### src/rtl/int_ctrl_pkg.sv
// rtl/int_ctrl_pkg.sv - shared types and constants for the vectored interrupt controller
// Purpose: FSM state encoding and config register addresses used by int_ctrl.
// Ports: none (package).
package int_ctrl_pkg;

  typedef enum logic [1:0] {
    IDLE    = 2'd0,
    REQ     = 2'd1,
    SERVICE = 2'd2,
    RETURN  = 2'd3
  } state_e;

  localparam logic [1:0] CFG_MASK = 2'd0;
  localparam logic [1:0] CFG_GIE  = 2'd1;
  localparam logic [1:0] CFG_PEND = 2'd2;
  localparam logic [1:0] CFG_EPC  = 2'd3;

endpackage

### src/rtl/int_prio_enc.sv
// rtl/int_prio_enc.sv - fixed-priority encoder, lowest set index wins
// Purpose: picks the highest-priority eligible interrupt source.
// Ports:
//   req  in  NUM_SRC  request vector
//   any  out 1        at least one request set
//   id   out ID_W     index of the lowest set request (0 when none)
module int_prio_enc #(
  parameter  int NUM_SRC = 4,
  localparam int ID_W    = (NUM_SRC > 1) ? $clog2(NUM_SRC) : 1
) (
  input  logic [NUM_SRC-1:0] req,
  output logic               any,
  output logic [ID_W-1:0]    id
);

  // Scan from the top down so the last hit, the lowest index, is kept.
  always_comb begin
    any = |req;
    id  = '0;
    for (int i = NUM_SRC - 1; i >= 0; i--) begin
      if (req[i]) id = ID_W'(i);
    end
  end

endmodule

### src/rtl/int_ctrl.sv
// rtl/int_ctrl.sv - vectored interrupt controller driving the fetch unit's INT_Vector path
// Purpose: latches irq edges, masks/gates them, requests the control unit, supplies the
//          handler address on entry and the saved PC/flags on return.
// Ports:
//   clk, Rst                 clock (state on negedge), async active-low reset
//   irq_in                   interrupt sources, rising edge sets PENDING
//   pc_in, nzcv_in           PC and flags captured on int_ack
//   int_ack, iret            entry / return strobes from the control unit
//   cfg_we/addr/wdata/rdata  config register port (MASK, GIE, PENDING W1C, EPC)
//   int_req, int_vector      request and vector to control / fetch units
//   int_active, irq_id       in-service flag and winning/active source id
//   nzcv_restore(_en)        saved flags and their restore strobe
module int_ctrl
  import int_ctrl_pkg::*;
#(
  parameter  int          NUM_SRC  = 4,
  parameter  logic [31:0] VEC_BASE = 32'h0000_0080,
  localparam int          ID_W     = (NUM_SRC > 1) ? $clog2(NUM_SRC) : 1
) (
  input  logic               clk,
  input  logic               Rst,
  input  logic [NUM_SRC-1:0] irq_in,
  input  logic [31:0]        pc_in,
  input  logic [3:0]         nzcv_in,
  input  logic               int_ack,
  input  logic               iret,
  input  logic               cfg_we,
  input  logic [1:0]         cfg_addr,
  input  logic [31:0]        cfg_wdata,
  output logic [31:0]        cfg_rdata,
  output logic               int_req,
  output logic [31:0]        int_vector,
  output logic               int_active,
  output logic [ID_W-1:0]    irq_id,
  output logic [3:0]         nzcv_restore,
  output logic               nzcv_restore_en
);

  state_e               state_q, state_d;
  logic [NUM_SRC-1:0]   mask_q, pend_q, pend_d, irq_prev_q;
  logic                 gie_q;
  logic [31:0]          epc_q;
  logic [3:0]           saved_nzcv_q;
  logic [ID_W-1:0]      active_id_q;
  logic [NUM_SRC-1:0]   eligible, pend_set;
  logic                 elig_any, take_ack;
  logic [ID_W-1:0]      winner;
  logic                 unused_wdata;

  assign unused_wdata = ^cfg_wdata[31:NUM_SRC];

  assign pend_set = irq_in & ~irq_prev_q;
  assign eligible = pend_q & mask_q;

  int_prio_enc #(.NUM_SRC(NUM_SRC)) u_prio_enc (
    .req (eligible),
    .any (elig_any),
    .id  (winner)
  );

  // Clears first, then new edges, so a fresh edge survives a same-cycle clear.
  always_comb begin
    pend_d = pend_q;
    if (cfg_we && cfg_addr == CFG_PEND) pend_d = pend_d & ~cfg_wdata[NUM_SRC-1:0];
    if (take_ack) begin
      for (int i = 0; i < NUM_SRC; i++) begin
        if (ID_W'(i) == winner) pend_d[i] = 1'b0;
      end
    end
    pend_d = pend_d | pend_set;
  end

  always_comb begin
    state_d         = state_q;
    int_req         = 1'b0;
    int_active      = 1'b0;
    nzcv_restore_en = 1'b0;
    take_ack        = 1'b0;
    case (state_q)
      IDLE: begin
        if (gie_q && elig_any) state_d = REQ;
      end
      REQ: begin
        int_req = 1'b1;
        // Ack has priority over a losing condition and over a same-cycle iret.
        if (int_ack) begin
          take_ack = 1'b1;
          state_d  = SERVICE;
        end else if (!elig_any || !gie_q) begin
          state_d = IDLE;
        end
      end
      SERVICE: begin
        int_active = 1'b1;
        if (iret) begin
          nzcv_restore_en = 1'b1;
          state_d         = RETURN;
        end
      end
      RETURN: begin
        // One dead cycle lets at least one non-handler instruction retire.
        state_d = IDLE;
      end
      default: state_d = IDLE;
    endcase
  end

  always_ff @(negedge clk or negedge Rst) begin
    if (!Rst) begin
      state_q      <= IDLE;
      mask_q       <= '0;
      gie_q        <= 1'b0;
      pend_q       <= '0;
      irq_prev_q   <= '0;
      epc_q        <= '0;
      saved_nzcv_q <= '0;
      active_id_q  <= '0;
    end else begin
      state_q    <= state_d;
      pend_q     <= pend_d;
      irq_prev_q <= irq_in;
      if (cfg_we && cfg_addr == CFG_MASK) mask_q <= cfg_wdata[NUM_SRC-1:0];
      if (cfg_we && cfg_addr == CFG_GIE)  gie_q  <= cfg_wdata[0];
      if (take_ack) begin
        epc_q        <= pc_in;
        saved_nzcv_q <= nzcv_in;
        active_id_q  <= winner;
      end
    end
  end

  always_comb begin
    cfg_rdata = '0;
    case (cfg_addr)
      CFG_MASK: cfg_rdata = {{(32-NUM_SRC){1'b0}}, mask_q};
      CFG_GIE:  cfg_rdata = {31'b0, gie_q};
      CFG_PEND: cfg_rdata = {{(32-NUM_SRC){1'b0}}, pend_q};
      CFG_EPC:  cfg_rdata = epc_q;
      default:  cfg_rdata = '0;
    endcase
  end

  // In service the vector path carries the return PC instead of a handler address.
  assign int_vector   = (state_q == SERVICE) ? epc_q
                      : VEC_BASE + {{(30-ID_W){1'b0}}, winner, 2'b00};
  assign irq_id       = (state_q == SERVICE || state_q == RETURN) ? active_id_q : winner;
  assign nzcv_restore = saved_nzcv_q;

endmodule

### config.mk
export PLATFORM = sky130hd
export DESIGN_NAME = int_ctrl
export DESIGN_NICKNAME = d
export VERILOG_FILES = /design/src/rtl/int_ctrl_pkg.sv /design/src/rtl/int_prio_enc.sv /design/src/rtl/int_ctrl.sv
export SDC_FILE = /design/constraint.sdc
export NUM_CORES = 1
export LEC_CHECK = 0
export ABC_AREA = 1
export BUFFER_PORTS_ARGS = -buffer_cell sky130_fd_sc_hd__buf_2
export CAP_MARGIN = 25
export CELL_PAD_IN_SITES_DETAIL_PLACEMENT = 0
export CELL_PAD_IN_SITES_GLOBAL_PLACEMENT = 1
export CORE_MARGIN = 2
export CORE_UTILIZATION = 29
export DETAILED_ROUTE_END_ITERATION = 8
export GPL_ROUTABILITY_DRIVEN = 0
export PLACE_DENSITY = 0.87
export SKIP_CTS_REPAIR_TIMING = 1
export SLEW_MARGIN = 20
export SYNTH_ARGS = -nofsm -noshare
export SYNTH_HDL_FRONTEND = slang
export SYNTH_SLANG_ARGS = --single-unit
### constraint.sdc
create_clock -name clk -period 1.8 [get_ports clk]
set_clock_uncertainty 0.15 [all_clocks]
set_input_delay 0.36 -clock clk [delete_from_list [all_inputs] [get_ports clk]]
set_output_delay 0.36 -clock clk [all_outputs]
set_load 0.01 [all_outputs]
### After elaboration in Yosys (flattened, before gate mapping)

Cells that the tools add are included.

* input port bits: 79
* register bits: 53
* logic and storage cells: 64

* reduce and logical (&&, ||, !) cells: 13
* bitwise operators: 6
* equality and inequality tests: 12
* multiplexer cells: 24
* add/sub/neg operators: 1

Operators by type and width (count)
* $pmux 32 s4: 1
* $mux 32: 1
* $mux 2: 9
* $and 4x4->4: 3
* $mux 1: 10
* $add 8x4->9 const A: 1
* $eq 2x2->1 const B: 4
* $mux 4: 2
* $not 4->4: 2
* $pmux 2 s4: 1
* $logic_not 2->1: 3
* $eq 2x1->1 const B: 2
* $eq 2x2->1 const A: 2
* $logic_and 1x1->1: 4
* $ne 2x2->1 const B: 2
* $or 4x4->4: 1
* $reduce_or 4->1: 1
* $ne 3x3->1 const B: 1
* $reduce_and 3->1: 1
* $eq 1x2->1 const A: 1
* $logic_not 1->1: 2
* $logic_or 1x1->1: 2

### Depth between registers and ports, before layout

Gate-level depths: netlist (run 1).

* depth after elaboration: 9
* depth in mapped cells: 8

### By module

Synthesis (run 1) repeated with hierarchy kept, for this count alone.

* cells, all modules: 339
* area, all modules: 2697.6 sq um

Modules (own cells, without submodules)
* int_ctrl: times used 1, sequential area each 1326.3 sq um, area each 2651.3 sq um, cells each 330
* int_prio_enc: times used 1, sequential area each 0.0 sq um, area each 46.3 sq um, cells each 9

==> results of run 1 <==
[per-stage QoR]
step / instance area, um^2 / std cells
floorplan: 2890 / 333
global placement: 3990 / 602
detailed placement: 3990 / 602
CTS: 4070 / 610
global route: 4910 / 634
finish: 4910 / 634
[cells in the mapped netlist]
library cell and instances:
o21ai_0 41, nand4_1 1, o21ai_1 2, o22ai_1 1
inv_1 45, dfrtn_1 53, nor2_4 3, nand3_1 8
mux2_1 1, o21bai_1 1, nor2_2 1, a21oi_1 1
nand2_1 94, o2111ai_1 1, o211ai_1 2, nor2_1 60
buf_2 3, inv_2 4, nand2_2 1, buf_6 6
clkbuf_1 4
[registers in the layout (all words and copies together) (netlist names), named ones only]
| register | flops |
|---|---|
| pend_q | 4 |
| irq_prev_q | 4 |
| gie_q | 1 |
| active_id_q | 2 |
| epc_q | 32 |
| mask_q | 4 |
| nzcv_restore | 4 |
| state_q | 1 |
[layer usage]
layer / GRT usage (%) / vias up
met5: 0 / -
met4: 4.06 / 0
met2: 25.7 / 81
met1: 17.8 / 1307
li1: - / 1408
met3: 3.38 / 11
[area by class of cell]
cell class,instances,share of cell area (%)
Multi-Input combinational cell,218,30.9
Sequential cell,53,27.0
Clock buffer,6,1.48
Timing Repair Buffer,198,33.6
Inverter,49,4.00
Clock inverter,2,0.204
Tap cell,108,2.75
[kinds of logic after synthesis]
group,Yosys count
and+or+nand+nor,168
muxes,1
DFF,53
AOI/OAI and AO/OA,49
buffers and inverters,62
[cell usage in the layout, fill, tap and decap left out, types with 4 or more instances in the layout]
cell	netlist	routed
nand2_1	94	65
nor2_2	1	30
buf_6	6	40
nand2_2	1	25
inv_1	45	13
nand3_1	8	5
buf_4	0	48
clkbuf_16	0	4
buf_2	3	90
nand2_4	0	5
buf_8	0	6
inv_2	4	35
o21ai_2	0	41
nor2_4	3	32
buf_12	0	10
clkbuf_8	0	5
dfrtn_1	53	53
[worst max-delay path: cells and delay by family (launching register included)]
kind | cells | cell delay (ns)
simple gates | 3 | 0.30
compound gates | 1 | 0.12
flops | 1 | 0.46
buf+inv | 1 | 0.15
[path summary, 6_finish.rpt]
path / cells past startpoint / from / to
min: 3 / irq_prev_q[1]$_DFF_NN0_ / pend_q[1]$_DFF_NN0_
max in group asynchronous: 2 / Rst / epc_q[6]$_DFFE_NN0N_
max: 5 / pend_q[1]$_DFF_NN0_ / irq_id[0]
min in group asynchronous: 2 / Rst / nzcv_restore[0]$_DFFE_NN0N_
max reg2reg: 7 / state_q[0]$_DFFE_NN0P_ / epc_q[15]$_DFFE_NN0N_
min reg2reg: 3 / irq_prev_q[1]$_DFF_NN0_ / pend_q[1]$_DFF_NN0_
[where the power goes]
group	leakage, uW	switching, uW	internal [uW]
Sequential	0.000642	241	1700
Combinational	0.00175	2050	1830
Clock	0.0000450	385	271
==> results.py, run 1 <==
metrics = {
    "outcome": {
        "status": "finished, violations left",
        "failed_checks": "negative setup slack",
    },
    "layout": {
        "n_antenna_cell": 0,
        "multi_input_comb_area_um2": 1520,
        "nFillCells": 776,
        "nets": 604,
        "area_delta_synth_final_pct": 92.7,
        "fin_util_pct": 56.9,
        "drive_above_1_share_pct": 72.2,
        "register_area_um2": 1330,
    },
    "job": {
        "drv_cap": 0,
    },
    "worst_setup_path": {
        "cpPeakStageDelay_ns": 0.46,
        "endpoint_kind": "output pin",
        "cpMaxStageDelayCell": "dfrtn_1",
        "arrival_ns": 2.25,
        "cp.required_ns": 1.29,
        "worst_path_most_repeated_cell": "nand2_2",
        "worstPathCellList": "nand2_2, nand2_2, nand2_4, o21ai_2, buf_2",
        "crit_path_start_kind": "flop",
        "path_class": "reg2out",
        "worst-path-max-fanout": 3,
        "r2r_setup_slack_ns": 0.12,
    },
    "sta": {
        "timing.setup.tns_ns": -64.04,
        "setup_slack_ns": -0.958,
        "slew_viol_final": 0,
        "hold_slack_ns": 0.216,
        "finalHoldViolCount": 0,
        "slew_headroom_pct": 86.2,
        "worst_pin_slew_ns": 0.207,
        "rsz0062_at_grt": "yes",
        "setup_viol": 117,
    },
    "yosys": {
        "syn_nets": 412,
        "ys_ff_latch": 53,
        "muxShareOfSynthArea_pct": 0.442,
        "synth-simple-area-share_pct": 26.3,
        "yosys_warnings": 0,
        "ys_types": 21,
        "synth.largest_area_cell": "dfrtn_1",
        "avgSynthCellArea_um2": 7.65,
        "yosysTopAreaCellShare_pct": 52.1,
        "syn_area_um2": 2550,
        "synth_compound_area_share_pct": 10.1,
        "synthXorXnorAreaFrac_pct": 0,
        "yosysSeqAreaShare_pct": 52.1,
        "synth_top_family_by_area": "simple AND/OR/NAND/NOR gates",
        "yosys.area_share.adder_pct": 0,
        "synth_area_leaders": "dfrtn_1 52%, nand2_1 14%, nor2_1 8.8%",
        "syn_inst": 333,
    },
    "placement": {
        "place_ws_ns": -0.650,
        "place_hpwl_mm": 5.36,
        "port_buffers": 123,
    },
    "die": {
        "initial_core_util_pct": 29.5,
        "row_count": 34,
        "core-area_um2": 8640,
        "die_area_um2": 9550,
        "dieHeight_um": 97.7,
        "fp.dieW_um": 97.7,
        "io_pins": 152,
    },
    "grt": {
        "first_global_vias": 2491,
        "antenna_found_initial": 0,
        "grtUsageTotal_pct": 14.5,
        "grt_pass1_wl_mm": 11.5,
        "grt_max_degree": 46,
        "grt_overflow": 0,
    },
    "pwr": {
        "p_leak_uw": 0.00244,
        "fin_total_pwr_uw": 6480,
        "power.density_nw_per_um2": 1320,
        "ir_drop_uv": 617,
    },
    "clocking": {
        "htree_num_levels": 2,
        "clk_pin_slew_worst_paths_ns": 0.06,
        "cts.sinks": 53,
        "clkLatencyLatePin_ns": 0.30,
        "cts_tree": "yes",
        "cts_buffer_depth": 2,
        "cts_inserted_buffers": 5,
        "cts_root_buf": "clkbuf_8",
    },
    "route": {
        "met2WireLength_mm": 4.55,
        "final_antenna_net_count": 0,
        "topRoutingLayerUsed": "met4",
        "drt_first_pass_iters": 4,
        "dr.first_iter.drc_count": 64,
        "wl_met3_um": 374,
        "avgViaCountPerCell": 4.43,
        "routedLengthMet1_mm": 3.31,
        "drc_errors": 0,
        "route.final.wire_length_mm": 8.38,
        "vias": 2807,
        "wl_per_cell_um": 13.2,
    },
    "min_path": {
        "worstHoldPathType": "reg2reg",
    },
}
No activity file was read; power rests on OpenSTA's default activity.
==> run 2, diff against run 1 <==
--- a/config.mk
+++ b/config.mk
@@ -14,9 +14,10 @@
 export CORE_UTILIZATION = 29
 export DETAILED_ROUTE_END_ITERATION = 8
 export GPL_ROUTABILITY_DRIVEN = 0
-export PLACE_DENSITY = 0.87
+export PLACE_DENSITY = 0.77
 export SKIP_CTS_REPAIR_TIMING = 1
 export SLEW_MARGIN = 20
 export SYNTH_ARGS = -nofsm -noshare
 export SYNTH_HDL_FRONTEND = slang
 export SYNTH_SLANG_ARGS = --single-unit
+export TNS_END_PERCENT = 20
==> run 2 against run 1 <==
Critical path depth up 1. Sequential power is essentially flat. The flow still finishes with violations (negative setup slack). Via count is 6.8% lower. Clock-buffer cell count grew 1. Register-to-register slack improved by 0.17 ns. Largest power group unchanged. Hold slack improved by 0.0077 ns.
==> results.py, run 2 (synthesized netlist as in run 1, its figures left out) <==
metrics = {
    "clocking": {
        "clkLatencyLatePin_ns": 0.30,
        "cts_buffer_depth": 2,
        "htree_num_levels": 2,
        "cts_tree": "yes",
        "cts_root_buf": "clkbuf_8",
        "cts_inserted_buffers": 5,
        "cts.sinks": 53,
        "clk_pin_slew_worst_paths_ns": 0.06,
    },
    "pwr": {
        "ir_drop_uv": 633,
        "power.density_nw_per_um2": 1400,
        "p_leak_uw": 0.00218,
    },
    "outcome": {
        "failed_checks": "negative setup slack",
        "status": "finished, violations left",
    },
    "die": {
        "initial_core_util_pct": 29.5,
        "row_count": 34,
        "die_area_um2": 9550,
        "io_pins": 152,
        "dieHeight_um": 97.7,
        "fp.dieW_um": 97.7,
        "core-area_um2": 8640,
    },
    "worst_setup_path": {
        "arrival_ns": 2.26,
        "rr_endpoint": "pend_q[1]$_DFF_NN0_",
        "cpMaxStageDelayCell": "dfrtn_1",
        "cpPeakStageDelay_ns": 0.42,
        "path_class": "reg2out",
        "cp.required_ns": 1.29,
        "crit-reg2reg-launch": "state_q[0]$_DFFE_NN0P_",
        "worst-path-max-fanout": 10,
        "r2r_cells": 7,
        "worstPathCellList": "inv_2, nor2_4, inv_4, clkbuf_16, nor2_2, buf_2",
        "crit_path_start_kind": "flop",
        "endpoint_kind": "output pin",
        "cp_num_buf_inv": 4,
        "r2r_setup_slack_ns": 0.29,
        "crit_family": "buffers and inverters",
    },
    "route": {
        "dr.first_iter.drc_count": 56,
        "final_antenna_net_count": 0,
        "topRoutingLayerUsed": "met4",
        "avgViaCountPerCell": 4.26,
        "routedLengthMet1_mm": 3.10,
        "route.final.wire_length_mm": 6.96,
        "wl_per_cell_um": 11.3,
        "vias": 2615,
        "drc_errors": 0,
        "wl_met3_um": 340,
        "drt_first_pass_iters": 4,
        "met2WireLength_mm": 3.47,
    },
    "min_path": {
        "hold_depth": 3,
        "hold_path_startpoint": "irq_prev_q[3]$_DFF_NN0_",
        "worstHoldPathType": "reg2reg",
        "holdPathEnd": "pend_q[3]$_DFF_NN0_",
    },
    "layout": {
        "multi_input_comb_area_um2": 1080,
        "fin_util_pct": 46.3,
        "area_delta_synth_final_pct": 56.9,
        "nets": 584,
        "final_cell_mix": "119 x buf_2, 84 x nand2_1, 53 x dfrtn_1",
        "register_area_um2": 1330,
        "largest_reg_flops": 32,
        "final_common_cell": "buf_2",
        "regMostFlops": "epc_q",
        "finalInstanceArea_um2": 4000,
        "n_antenna_cell": 0,
        "drive_above_1_share_pct": 53.2,
        "nFillCells": 864,
    },
    "grt": {
        "antenna_found_initial": 0,
        "grtUsageTotal_pct": 14.3,
        "grt_max_degree": 62,
        "grt_pass1_wl_mm": 11.3,
        "first_global_vias": 2477,
        "grt_overflow": 0,
    },
    "placement": {
        "dpl-instance-area_um2": 3710,
        "port_buffers": 123,
        "place_hpwl_mm": 5.17,
    },
    "sta": {
        "slew_viol_final": 0,
        "setup_viol": 118,
        "worst_pin_slew_ns": 0.296,
        "slew_headroom_pct": 80.2,
        "setup_slack_ns": -0.967,
        "rsz0062_at_grt": "yes",
        "finalHoldViolCount": 0,
    },
    "job": {
        "drv_cap": 0,
    },
}
## run 2: changes by cell type in the layout (fill, tap and decap cells not counted), sizes merged
cell / change
inv: +1
bufinv: +1
clkinv: -3
buf: -17
clkbuf: -2
## run 2: per-layer routing
| layer | global-route usage, % | vias to the layer above |
|---|---|---|
| met5 | 0 | - |
| met4 | 2.56 | 0 |
| met3 | 2.81 | 4 |
| met2 | 24.8 | 72 |
| met1 | 18.7 | 1179 |
| li1 | - | 1360 |
## run 2: area by class of cell
class,count,share of cell area [%]
Clock inverter,1,0.751
Clock buffer,7,2.16
Multi-Input combinational cell,218,26.9
Inverter,49,4.66
Timing Repair Buffer,178,28.9
Sequential cell,53,33.2
Tap cell,108,3.38
## run 2: power breakdown
group | internal (uW) | total, uW | switching (uW) | leakage (uW)
combinational | 1250 | 2810 | 1560 | 0.00148
clock | 454 | 843 | 389 | 0.0000585
sequential | 1700 | 1930 | 224 | 0.000642
total | 3410 | 5580 | 2170 | 0.00218
## run 2: per-stage QoR
stage,power [uW],TNS [ns],std cells,hold WS [ns],worst slack [ns]
2_1_floorplan,3310,-44.72,333,0.210,-0.721
3_3_place_gp,4370,-52.71,601,0.221,-0.648
3_5_place_dp,4420,-54.05,601,0.228,-0.671
4_1_cts,5290,-63.08,609,0.229,-1.02
5_1_grt,6040,-66.84,614,0.271,-1.07
6_report,5580,-59.68,614,0.223,-0.967
## run 2: worst max-delay path by stage
stage	from	to	slack (ns)	depth (start not counted)
global placement	pend_q[3]$_DFF_NN0_	irq_id[0]	-0.65	5
finish	flop	int_vector[18]	-0.97	6
floorplan	flop	int_vector[0]	-0.72	5
global route	flop	int_vector[3]	-1.07	6
detailed placement	pend_q[3]$_DFF_NN0_	irq_id[0]	-0.67	5
CTS	pend_q[3]$_DFF_NN0_	irq_id[0]	-1.02	5
## run 2: worst reg2reg max path: stages, from the launching register on
cell and delay (ns):
dfrtn_1 0.47, buf_6 0.13, nand2_4 0.06, nor2_4 0.15, buf_4 0.18, nand4_1 0.10, nand2_1 0.08, nand2_1 0.05
